<file path="config.mk">
export PLATFORM = sky130hd
export DESIGN_NAME = pipe_ctrl_unit
export DESIGN_NICKNAME = d
export VERILOG_FILES = /design/src/rtl/pipe_ctrl_unit.sv
export SDC_FILE = /design/constraint.sdc
export NUM_CORES = 1
export LEC_CHECK = 0
export CAP_MARGIN = 20
export CORE_ASPECT_RATIO = 0.5
export CORE_MARGIN = 1.5
export CORE_UTILIZATION = 30
export CTS_CLUSTER_SIZE = 28
export DETAILED_ROUTE_END_ITERATION = 10
export GPL_ROUTABILITY_DRIVEN = 0
export HOLD_SLACK_MARGIN = 0.1
export MAX_ROUTING_LAYER = met4
export PLACE_DENSITY = 0.66
export SYNTH_ARGS = -nofsm -noshare
export SYNTH_HDL_FRONTEND = slang
export SYNTH_SLANG_ARGS = --single-unit
</file>
<file path="constraint.sdc">
create_clock -name clk -period 1.7 [get_ports clk]
set_input_delay 0.255 -clock clk [delete_from_list [all_inputs] [get_ports clk]]
set_output_delay 0.255 -clock clk [all_outputs]
set_load 0.005 [all_outputs]
</file>
<file path="src/rtl/pipe_ctrl_unit.sv">
// pipe_ctrl_unit: decodes the ID opcode into the control bundle and carries it
// through ID/EX, EX/MEM and MEM/WB. It also detects load-use hazards (stall)
// and kills the ID instruction on a taken branch (flush).
// Optional feature: define CTRL_PERF_EN to add saturating stall/flush counters.
module pipe_ctrl_unit #(
  parameter int unsigned OPC_W      = 6,
  parameter int unsigned REG_ADDR_W = 5,
  parameter int unsigned ALUOP_W    = 2,
  parameter int unsigned CNT_W      = 16
) (
  input  logic                  clk,
  input  logic                  rst_n,
  input  logic                  id_valid,
  input  logic [OPC_W-1:0]      id_opcode,
  input  logic [REG_ADDR_W-1:0] id_rs,
  input  logic [REG_ADDR_W-1:0] id_rt,
  input  logic                  ex_flush,
  output logic                  stall_out,
  output logic [ALUOP_W-1:0]    ex_aluop,
  output logic                  ex_alusrc,
  output logic                  ex_isbranch,
  output logic                  ex_isjump,
  output logic                  ex_ill_op,
  output logic                  mem_memread,
  output logic                  mem_memwrite,
  output logic                  wb_regwrite,
  output logic                  wb_mem2reg
`ifdef CTRL_PERF_EN
  ,
  output logic [CNT_W-1:0]      perf_stall_cnt,
  output logic [CNT_W-1:0]      perf_flush_cnt
`endif
);

  localparam logic [OPC_W-1:0] OP_RTYPE = OPC_W'(6'h00);
  localparam logic [OPC_W-1:0] OP_LW    = OPC_W'(6'h23);
  localparam logic [OPC_W-1:0] OP_SW    = OPC_W'(6'h2B);
  localparam logic [OPC_W-1:0] OP_BEQ   = OPC_W'(6'h04);
  localparam logic [OPC_W-1:0] OP_J     = OPC_W'(6'h02);
  localparam logic [OPC_W-1:0] OP_ADDI  = OPC_W'(6'h08);

  typedef struct packed {
    logic                  valid;
    logic [ALUOP_W-1:0]    aluop;
    logic                  alusrc;
    logic                  isbranch;
    logic                  isjump;
    logic                  ill_op;
    logic                  memread;
    logic                  memwrite;
    logic                  regwrite;
    logic                  mem2reg;
    logic [REG_ADDR_W-1:0] rt;
  } idex_t;

  typedef struct packed {
    logic valid;
    logic memread;
    logic memwrite;
    logic regwrite;
    logic mem2reg;
  } exmem_t;

  // WB is the last stage, so it only keeps the controls it drives.
  typedef struct packed {
    logic regwrite;
    logic mem2reg;
  } memwb_t;

  idex_t  dec;
  idex_t  idex_d, idex_q;
  exmem_t exmem_d, exmem_q;
  memwb_t memwb_d, memwb_q;
  logic   uses_rt;

  // ID-stage decode of the opcode into the full control bundle.
  always_comb begin
    dec       = '0;
    uses_rt   = 1'b0;
    dec.valid = 1'b1;
    dec.rt    = id_rt;
    case (id_opcode)
      OP_RTYPE: begin
        dec.aluop[1]  = 1'b1;
        dec.regwrite  = 1'b1;
        uses_rt       = 1'b1;
      end
      OP_LW: begin
        dec.alusrc    = 1'b1;
        dec.regwrite  = 1'b1;
        dec.mem2reg   = 1'b1;
        dec.memread   = 1'b1;
      end
      OP_SW: begin
        dec.alusrc    = 1'b1;
        dec.memwrite  = 1'b1;
        uses_rt       = 1'b1;
      end
      OP_BEQ: begin
        dec.aluop[0]  = 1'b1;
        dec.isbranch  = 1'b1;
        uses_rt       = 1'b1;
      end
      OP_J: begin
        dec.isjump    = 1'b1;
      end
      OP_ADDI: begin
        dec.alusrc    = 1'b1;
        dec.regwrite  = 1'b1;
        if (ALUOP_W > 2) dec.aluop[ALUOP_W-1] = 1'b1;
      end
      default: begin
        dec.ill_op    = 1'b1;
      end
    endcase
  end

  // Load-use hazard: the load in EX writes a register the ID instruction reads.
  always_comb begin
    stall_out = id_valid & idex_q.valid & idex_q.memread &
                (idex_q.rt != '0) &
                ((idex_q.rt == id_rs) | ((idex_q.rt == id_rt) & uses_rt)) &
                ~ex_flush;
  end

  // Next-state of the stage registers: bubble into EX on stall, flush or empty ID.
  always_comb begin
    idex_d = (id_valid & ~stall_out & ~ex_flush) ? dec : '0;

    exmem_d          = '0;
    exmem_d.valid    = idex_q.valid;
    exmem_d.memread  = idex_q.valid & idex_q.memread;
    exmem_d.memwrite = idex_q.valid & idex_q.memwrite;
    exmem_d.regwrite = idex_q.valid & idex_q.regwrite;
    exmem_d.mem2reg  = idex_q.valid & idex_q.mem2reg;

    memwb_d          = '0;
    memwb_d.regwrite = exmem_q.valid & exmem_q.regwrite;
    memwb_d.mem2reg  = exmem_q.valid & exmem_q.mem2reg;
  end

  // Stage registers with synchronous active-low reset.
  always_ff @(posedge clk) begin
    if (!rst_n) begin
      idex_q  <= '0;
      exmem_q <= '0;
      memwb_q <= '0;
    end else begin
      idex_q  <= idex_d;
      exmem_q <= exmem_d;
      memwb_q <= memwb_d;
    end
  end

  assign ex_aluop     = idex_q.aluop;
  assign ex_alusrc    = idex_q.alusrc;
  assign ex_isbranch  = idex_q.isbranch;
  assign ex_isjump    = idex_q.isjump;
  assign ex_ill_op    = idex_q.ill_op;
  assign mem_memread  = exmem_q.memread;
  assign mem_memwrite = exmem_q.memwrite;
  assign wb_regwrite  = memwb_q.regwrite;
  assign wb_mem2reg   = memwb_q.mem2reg;

`ifdef CTRL_PERF_EN
  logic [CNT_W-1:0] perf_stall_q;
  logic [CNT_W-1:0] perf_flush_q;

  // Saturating event counters for stall and flush cycles.
  always_ff @(posedge clk) begin
    if (!rst_n) begin
      perf_stall_q <= '0;
      perf_flush_q <= '0;
    end else begin
      if (stall_out && (perf_stall_q != '1)) perf_stall_q <= perf_stall_q + CNT_W'(1);
      if (ex_flush && (perf_flush_q != '1)) perf_flush_q <= perf_flush_q + CNT_W'(1);
    end
  end

  assign perf_stall_cnt = perf_stall_q;
  assign perf_flush_cnt = perf_flush_q;
`else
  // Counter width only matters when the counters are built.
  logic unused_cnt_w;
  assign unused_cnt_w = ^CNT_W'(0);
`endif

endmodule
</file>
# [Word-level counts from Yosys, hierarchy flattened]
# Index checks and enable logic that the tools add are counted.
[totals] n_memories=0 inputBits=20 register_bits=21 latch_bits=0 out_inout_bits=11 wordCells=56 ramBits=0 rom_bits=0
[op_classes] magnitude_cmp=0 n_div=0 bitwise_logic=16 n_eq_ne=7 reduce_logical=7 add_sub_neg=0 muxes=10 shifts=0 mul=0
[ops] operator="$mux W16" count=1
[ops] operator="$and A1 B1 Y1" count=13
[ops] operator="$eq A6 B6 Y1 const B" count=2
[ops] operator="$eq A5 B5 Y1" count=2
[ops] operator="$mux W1" count=9
[ops] operator="$reduce_or A3 Y1" count=3
[ops] operator="$eq A6 B2 Y1 const B" count=1
[ops] operator="$eq A6 B3 Y1 const B" count=1
[ops] operator="$eq A6 B4 Y1 const B" count=1
[ops] operator="$logic_not A6 Y1" count=1
[ops] operator="$reduce_or A6 Y1" count=1
[ops] operator="$reduce_bool A5 Y1" count=1
[ops] operator="$not A1 Y1" count=2
[ops] operator="$reduce_and A2 Y1" count=1
[ops] operator="$or A1 B1 Y1" count=1

# [Longest topological paths before layout]
# Gate-level depths: netlist of run 1.
[logic_depth] ltp_word=11 ltp_mapped=5 depth_no_buf=4

# [Least setup slack after synthesis of run 1]
# Ideal clock, no wire load.
[synth_path] path_kind="register to output" start="register idex_q[1] (netlist bit)" end="output stall_out" n_path_buf=0 path_stages_with_launch=5 slack_ps=-42 arrival_time_ps=1487 path_cell_list="dfxtp_1 or4_4 o21ai_1 nor4_4 o21bai_1"
[synth_via] elab_chain_cells=5 elab_cells_between_ends=8
[synth_rtl] element="start, declared" line="71" rtl="idex_t idex_d, idex_q;"
[synth_rtl] element="start signal, assigned" line="149" rtl="idex_q <= idex_d;"
[synth_rtl] element="$eq A5 B5 Y1" line="122" rtl="((idex_q.rt == id_rs) | ((idex_q.rt == id_rt) & uses_rt)) &"
[synth_rtl] element="$and A1 B1 Y1" line="122"
[synth_rtl] element="$or A1 B1 Y1" line="122"
[synth_rtl] element="$and A1 B1 Y1 *" line="121" rtl="(idex_q.rt != '0) &"
[synth_rtl] element="$and A1 B1 Y1 *" line="122"
[synth_rtl] element="end, declared" line="18" rtl="output logic stall_out,"
# Mark *: on every way between the ends. The rest lies on a longest branch, timed or not.

# [Worst setup path in the final report of run 1]
[layout_path] start="register idex_q[1] (netlist bit)" end="register idex_q, in the netlist ex_aluop[1]"
[layout_via] elab_chain_cells=9 elab_cells_between_ends=12
[layout_rtl] element="$eq A5 B5 Y1" line="122"
[layout_rtl] element="$and A1 B1 Y1" line="122"
[layout_rtl] element="$or A1 B1 Y1" line="122"
[layout_rtl] element="$and A1 B1 Y1 *" line="121"
[layout_rtl] element="$and A1 B1 Y1 *" line="122"
[layout_rtl] element="$not A1 Y1 *" line="128" rtl="idex_d = (id_valid & ~stall_out & ~ex_flush) ? dec : '0;"
[layout_rtl] element="$and A1 B1 Y1 * (2 in series)" line="128"
[layout_rtl] element="$reduce_and A2 Y1 (no line) *"
# Marked as above.
# A chain may end at the register's enable or synchronous reset.

==> results.sh, run 1 <==
export IMPL_crit_fanout=3
export IMPL_vias=812
export IMPL_clock_path_buffers=2
export IMPL_drv_cap=0
export IMPL_synth_enable_flop_cells=0
export IMPL_period_share=1.14
export IMPL_grt_use_total=0.147
export IMPL_synth_nets=101
export IMPL_reg2reg_depth=8
export IMPL_cts_sinks=20
export IMPL_insertion_delay_ns=0.26
export IMPL_grt_overflow_total=0
export IMPL_nets=162
export IMPL_clk_pin_slew_worst_paths_ns=0.07
export IMPL_syn_area_um2=918
export IMPL_htree_levels=1
export IMPL_core_area_mm2=0.00275
export IMPL_yosysTopAreaCellShare=0.436
export IMPL_fmax_mhz=517
export IMPL_min_to="wb_regwrite"
export IMPL_rrSetupSlack_ns=-0.24
export IMPL_power_density_mw_per_mm2=696
export IMPL_clockRootBuffer="clkbuf_8"
export IMPL_outcome="complete, but fails checks"
export IMPL_seqPwrFrac=0.427
export IMPL_fin_util=0.585
export IMPL_power_mw=1.12
export IMPL_synthFlopType="dfxtp_1"
export IMPL_fin_hold_ws_ns=0.461
export IMPL_dpl_worst_slack_ns=-0.671
export IMPL_combinationalPowerShare=0.152
export IMPL_dr_pass1_iters=4
export IMPL_rows=13
export IMPL_startpoint_type="flop"
export IMPL_cts_tree="yes"
export IMPL_vias_per_cell=4.56
export IMPL_worstMarginPinSlew_ns=0.509
export IMPL_min_path_cells=1
export IMPL_skew_ns=0.00324
export IMPL_ys_types=32
export IMPL_rsz0062_at_grt="yes"
export IMPL_yosysSeqAreaShare=0.436
export IMPL_synth_top_area_cell="dfxtp_1"
export IMPL_criticalPathCategory="flop to flop"
export IMPL_leakage_nw=0.620
export IMPL_synthTopCellsByCount="20 x dfxtp_1, 10 x xnor2_1, 6 x and3_1"
export IMPL_rr_startpoint="idex_q[1]"
export IMPL_cp_end_kind="flop"
export IMPL_drtIter0Drc=7
export IMPL_swShare=0.205
export IMPL_ctsHoldBuffers=0
export IMPL_ys_async_sr_fraction=0
export IMPL_dp_final_hpwl_mm=1.67
export IMPL_drc=0
export IMPL_cp_required_ns=1.87
export IMPL_grt_max_degree=13
export IMPL_synthTopCellsByArea="dfxtp_1 44%, xnor2_1 9.5%, nor3b_2 6.8%"
export IMPL_placed_cell_area_mm2=0.00144
export IMPL_num_antenna_cells=0
export IMPL_hold_start="exmem_q[1]"
export IMPL_maxSlewHeadroom=0.656
export IMPL_arrival_ns=2.11
export IMPL_report_final_hold_viol_count=0
export IMPL_wl_mm=2.16
export IMPL_dieArea_mm2=0.00342
export IMPL_numPortBuffers=30
export IMPL_routedWlPerCell_um=12.1
export IMPL_final_antenna_net_count=0
export IMPL_r2r_end="ex_aluop[1]"
export IMPL_p_int_mw=0.890
export IMPL_start_util=0.334
export IMPL_syn_area_per_cell_um2=11.3
export IMPL_yosys_cell_count_top_type="dfxtp_1"
export IMPL_syn_to_final_growth_pct=75.2
export IMPL_top_level_ports=31
export IMPL_design_area_mm2=0.00161
export IMPL_finalSetupViolations=15
export IMPL_clkPwrFrac=0.421
export IMPL_peakVddDrop_v=0.000423
export IMPL_numCtsBuffers=3
export IMPL_switchingPower_mw=0.230
export IMPL_yosysWarningCount=0
export IMPL_worst_slack_ns=-0.236
export IMPL_dieWidth_um=81.2
export IMPL_ys_ff_latch=20
export IMPL_violations="negative setup slack"
export IMPL_min_period_ns=1.94
export IMPL_antenna_found_initial=0
export IMPL_grt_pass1_vias=817
export IMPL_layout_drive_gt1_share=0.440
export IMPL_fp_dieH_um=42.1
export IMPL_hold_path_class="flop to flop"
export IMPL_grt_pass1_wl_mm=3.72
export IMPL_synth_cells=81
export IMPL_drv_slew=0
-- power groups by stage --
stage | Combinational (mW) | Clock [mW] | Sequential (mW)
floorplan | 0.0584 | 0 | 0.490
global placement | 0.156 | 0 | 0.489
detailed placement | 0.159 | 0 | 0.489
CTS | 0.166 | 0.488 | 0.478
global route | 0.183 | 0.503 | 0.479
finish | 0.171 | 0.471 | 0.478
-- routing by layer --
layer | global-route usage | wire (µm) | up-vias
met5 | - | 0 | -
met4 | 0.0552 | 0 | 0
met3 | 0.0435 | 55 | 0
met2 | 0.230 | 1090 | 20
met1 | 0.178 | 1020 | 376
li1 | - | - | 416
-- worst max-delay path: stages, from the launching register on --
cell and delay, ns:
dfxtp_2 0.32, or4_4 0.55, o21ai_4 0.18, buf_6 0.11
buf_4 0.09, buf_4 0.11, o31ai_2 0.07, buf_4 0.17
nor4_4 0.24
-- sequential cells by signal, indices dropped and copies added, names as in the netlist --
register and cells:
exmem_d 1, ex_aluop 2, exmem_q 3, wb_regwrite 1
idex_q 8, ex_alusrc 1, ex_isjump 1, ex_ill_op 1
mem_memwrite 1, wb_mem2reg 1
-- logic make-up after synthesis --
group                      synth area share
DFF                                   0.436
buffers and inverters                0.0409
AOI/OAI and AO/OA                     0.128
adders and majority gates            0.0109
muxes                                0.0109
xor gates and xnor gates             0.0954
and+or+nand+nor                       0.278
-- layout by cell type (no fill, tap or decap) --
| master | instances |
|---|---|
| nor3_1 | 1 |
| maj3_1 | 1 |
| dlygate4sd2_1 | 2 |
| o21bai_1 | 1 |
| o31ai_1 | 1 |
| a21oi_1 | 1 |
| inv_1 | 3 |
| or4_4 | 1 |
| nand2b_1 | 1 |
| nor4_4 | 2 |
| xnor2_1 | 10 |
| or2_2 | 2 |
| nor3_2 | 5 |
| buf_2 | 1 |
| dfxtp_2 | 3 |
| and4b_2 | 1 |
| o31ai_2 | 1 |
| nor3b_2 | 5 |
| or3_1 | 1 |
| bufinv_16 | 1 |
| a211oi_2 | 2 |
| nand4_1 | 2 |
| and3_1 | 5 |
| o21ai_4 | 1 |
| a32oi_2 | 1 |
| buf_6 | 5 |
| and2_1 | 1 |
| mux2i_1 | 1 |
| nor4_2 | 1 |
| nor2_1 | 1 |
| buf_4 | 24 |
| dfxtp_1 | 17 |
| o2111ai_4 | 1 |
| clkdlybuf4s50_1 | 27 |
| o311ai_0 | 1 |
| clkbuf_8 | 3 |
| and3_4 | 1 |
| o211ai_4 | 1 |
| nand2_1 | 2 |
-- stage by stage --
step,setup TNS [ns],cells
floorplan,0,81
global placement,-3.14,171
detailed placement,-3.58,171
CTS,-2.95,178
global route,-3.78,178
finish,-2.62,178
-- cell type report --
class / instances / area (µm²)
multi-input cells: 55 / 547
well taps: 37 / 46.3
clock buffers: 3 / 41.3
repair buffers: 59 / 529
fillers: 222 / 1140
clock inverters: 1 / 30.0
flip-flops and latches: 20 / 404
inverters: 3 / 11.3
-- repair_timing --
item,in CTS,in global routing
pin swaps,6,5
setup endpoints to repair,15,15
buffers inserted,3,0
resized for setup,19,5
-- worst max path at each step --
| stage | from | end | slack (ns) |
|---|---|---|---|
| 6_report | idex_q[1] | ex_aluop[1] | -0.24 |
| 5_1_grt | idex_q[1] | ex_aluop[1] | -0.31 |
| 4_1_cts | idex_q[2] | stall_out | -0.25 |
| 3_5_place_dp | ex_flush | stall_out | -0.67 |
| 3_3_place_gp | ex_flush | stall_out | -0.60 |
| 2_1_floorplan | exmem_d[4] | stall_out | 0.02 |
Note: power is estimated with default switching activity, not from simulation.
==> run 2: changes to the inputs <==
CELL_PAD_IN_SITES_DETAIL_PLACEMENT = 0   (was not set)
CELL_PAD_IN_SITES_GLOBAL_PLACEMENT = 1   (was not set)
PLACE_DENSITY = 0.8   (was 0.66)
==> results.sh, run 2 (same netlist as run 1, synthesis figures left out) <==
export IMPL_outcome="complete, but fails checks"
export IMPL_violations="negative setup slack"
export IMPL_fp_dieH_um=42.1
export IMPL_layout_drive_gt1_share=0.434
export IMPL_final_antenna_net_count=0
export IMPL_vias_per_cell=4.63
export IMPL_ctsHoldBuffers=0
export IMPL_drv_slew=0
export IMPL_maxSlewHeadroom=0.704
export IMPL_grt_use_total=0.136
export IMPL_layout_commonest_cell="buf_4"
export IMPL_crit_chain="or4_4, buf_6, o211ai_4, o21bai_1, buf_2"
export IMPL_clk_pin_slew_worst_paths_ns=0.08
export IMPL_grt_overflow_total=0
export IMPL_switchingPower_mw=0.232
export IMPL_cp_end_kind="output pin"
export IMPL_critPathMaxStageDelay_ns=0.56
export IMPL_drv_cap=0
export IMPL_fmax_mhz=519
export IMPL_largest_reg_flops=8
export IMPL_grt_pass1_wl_mm=3.47
export IMPL_finalSetupTns_ns=-2.35
export IMPL_rsz0062_at_grt="yes"
export IMPL_cts_tree="yes"
export IMPL_worstMarginPinSlew_ns=0.438
export IMPL_dieArea_mm2=0.00342
export IMPL_slowest_stage="or4_4"
export IMPL_arrival_ns=1.67
export IMPL_cp_required_ns=1.44
export IMPL_fin_hold_ws_ns=0.300
export IMPL_dr_pass1_iters=4
export IMPL_combinationalPowerShare=0.153
export IMPL_finalSetupViolations=15
export IMPL_min_period_ns=1.93
export IMPL_grt_pass1_vias=812
export IMPL_swShare=0.206
export IMPL_drtIter0Drc=19
export IMPL_dpl_worst_slack_ns=-0.635
export IMPL_clock_path_buffers=2
export IMPL_wl_mm=2.06
export IMPL_skew_ns=0.00524
export IMPL_startpoint_type="flop"
export IMPL_core_area_mm2=0.00275
export IMPL_cts_sinks=20
export IMPL_syn_to_final_growth_pct=76.4
export IMPL_antenna_found_initial=0
export IMPL_routedWlPerCell_um=11.5
export IMPL_start_util=0.334
export IMPL_clkPwrFrac=0.423
export IMPL_leakage_nw=0.656
export IMPL_grt_max_degree=13
export IMPL_nets=164
export IMPL_drc=0
export IMPL_report_final_hold_viol_count=0
export IMPL_dieWidth_um=81.2
export IMPL_insertion_delay_ns=0.26
export IMPL_top_level_ports=31
export IMPL_numCtsBuffers=3
export IMPL_num_fill_cells=231
export IMPL_seqPwrFrac=0.425
export IMPL_htree_levels=1
export IMPL_worst_slack_ns=-0.226
export IMPL_crit_fanout=2
export IMPL_num_antenna_cells=0
export IMPL_p_int_mw=0.894
export IMPL_clockRootBuffer="clkbuf_8"
export IMPL_vias=834
export IMPL_layout_common_cells="27 x buf_4, 25 x clkdlybuf4s50_1, 17 x dfxtp_1"
export IMPL_hold_path_class="input pin to flop"
export IMPL_period_share=1.13
export IMPL_peakVddDrop_v=0.000350
export IMPL_power_density_mw_per_mm2=695
export IMPL_criticalPathCategory="flop to output pin"
export IMPL_largest_register="idex_q"
export IMPL_rows=13
export IMPL_numPortBuffers=30
export IMPL_dp_final_hpwl_mm=1.61
run 2: cell types whose count changed in the layout (fill, tap and decap cells not counted), sizes merged:
cell,change
dlygate4sd2,-2
buf,+2
dlymetal6s2s,+4
clkdlybuf4s50,-2
run 2: power by group through the flow:
stage               Clock, mW  Sequential, mW  Combinational [mW]
floorplan                   0           0.490              0.0584
global placement            0           0.489               0.157
detailed placement          0           0.489               0.158
CTS                     0.486           0.478               0.168
global route            0.511           0.479               0.185
finish                  0.476           0.478               0.172
run 2: final timing paths:
check        startpoint      endpoint  slack, ns  cells past startpoint
max           idex_q[1]     stall_out      -0.23                      5
min            id_rt[3]     idex_q[3]       0.30                      2
max reg2reg   idex_q[1]     idex_q[1]      -0.18                      7
min reg2reg   idex_q[7]  mem_memwrite       0.46                      1
run 2: per-stage QoR:
stage | area, µm² | total power, mW | utilization | instances
finish | 1620 | 1.13 | 0.589 | 180
global placement | 1440 | 0.646 | 0.523 | 171
global route | 1620 | 1.17 | 0.589 | 180
detailed placement | 1440 | 0.648 | 0.523 | 171
CTS | 1570 | 1.13 | 0.572 | 178
floorplan | 923 | 0.549 | - | 81
run 2: cell type report:
type	count	area, µm²	share of cell area
inverter	3	11.3	0.00695
sequential	20	404	0.249
tap	37	46.3	0.0286
multi-input combinational	55	534	0.330
timing repair buffer	61	553	0.341
clock inverter	1	30.0	0.0185
clock buffer	3	41.3	0.0255
run 2: critical path: cells and delay by family (launching register included):
kind                   cells  cell delay (ns)
AO/OA/AOI/OAI              2             0.25
buffers and inverters      2             0.27
flip-flops                 1             0.33
AND/OR/NAND/NOR            1             0.56
run 2: timing repair:
action | 4_1_cts | 5_1_grt
pin swaps | 5 | 11
setup buffers | 3 | 2
setup endpoints to repair | 15 | 15
resized for setup | 15 | 8
run 2: metal layers:
metal,track usage,part of all wire
met3,0.0326,0.043
met4,0.0310,0.0058
met5,-,0
met2,0.232,0.49
met1,0.162,0.46
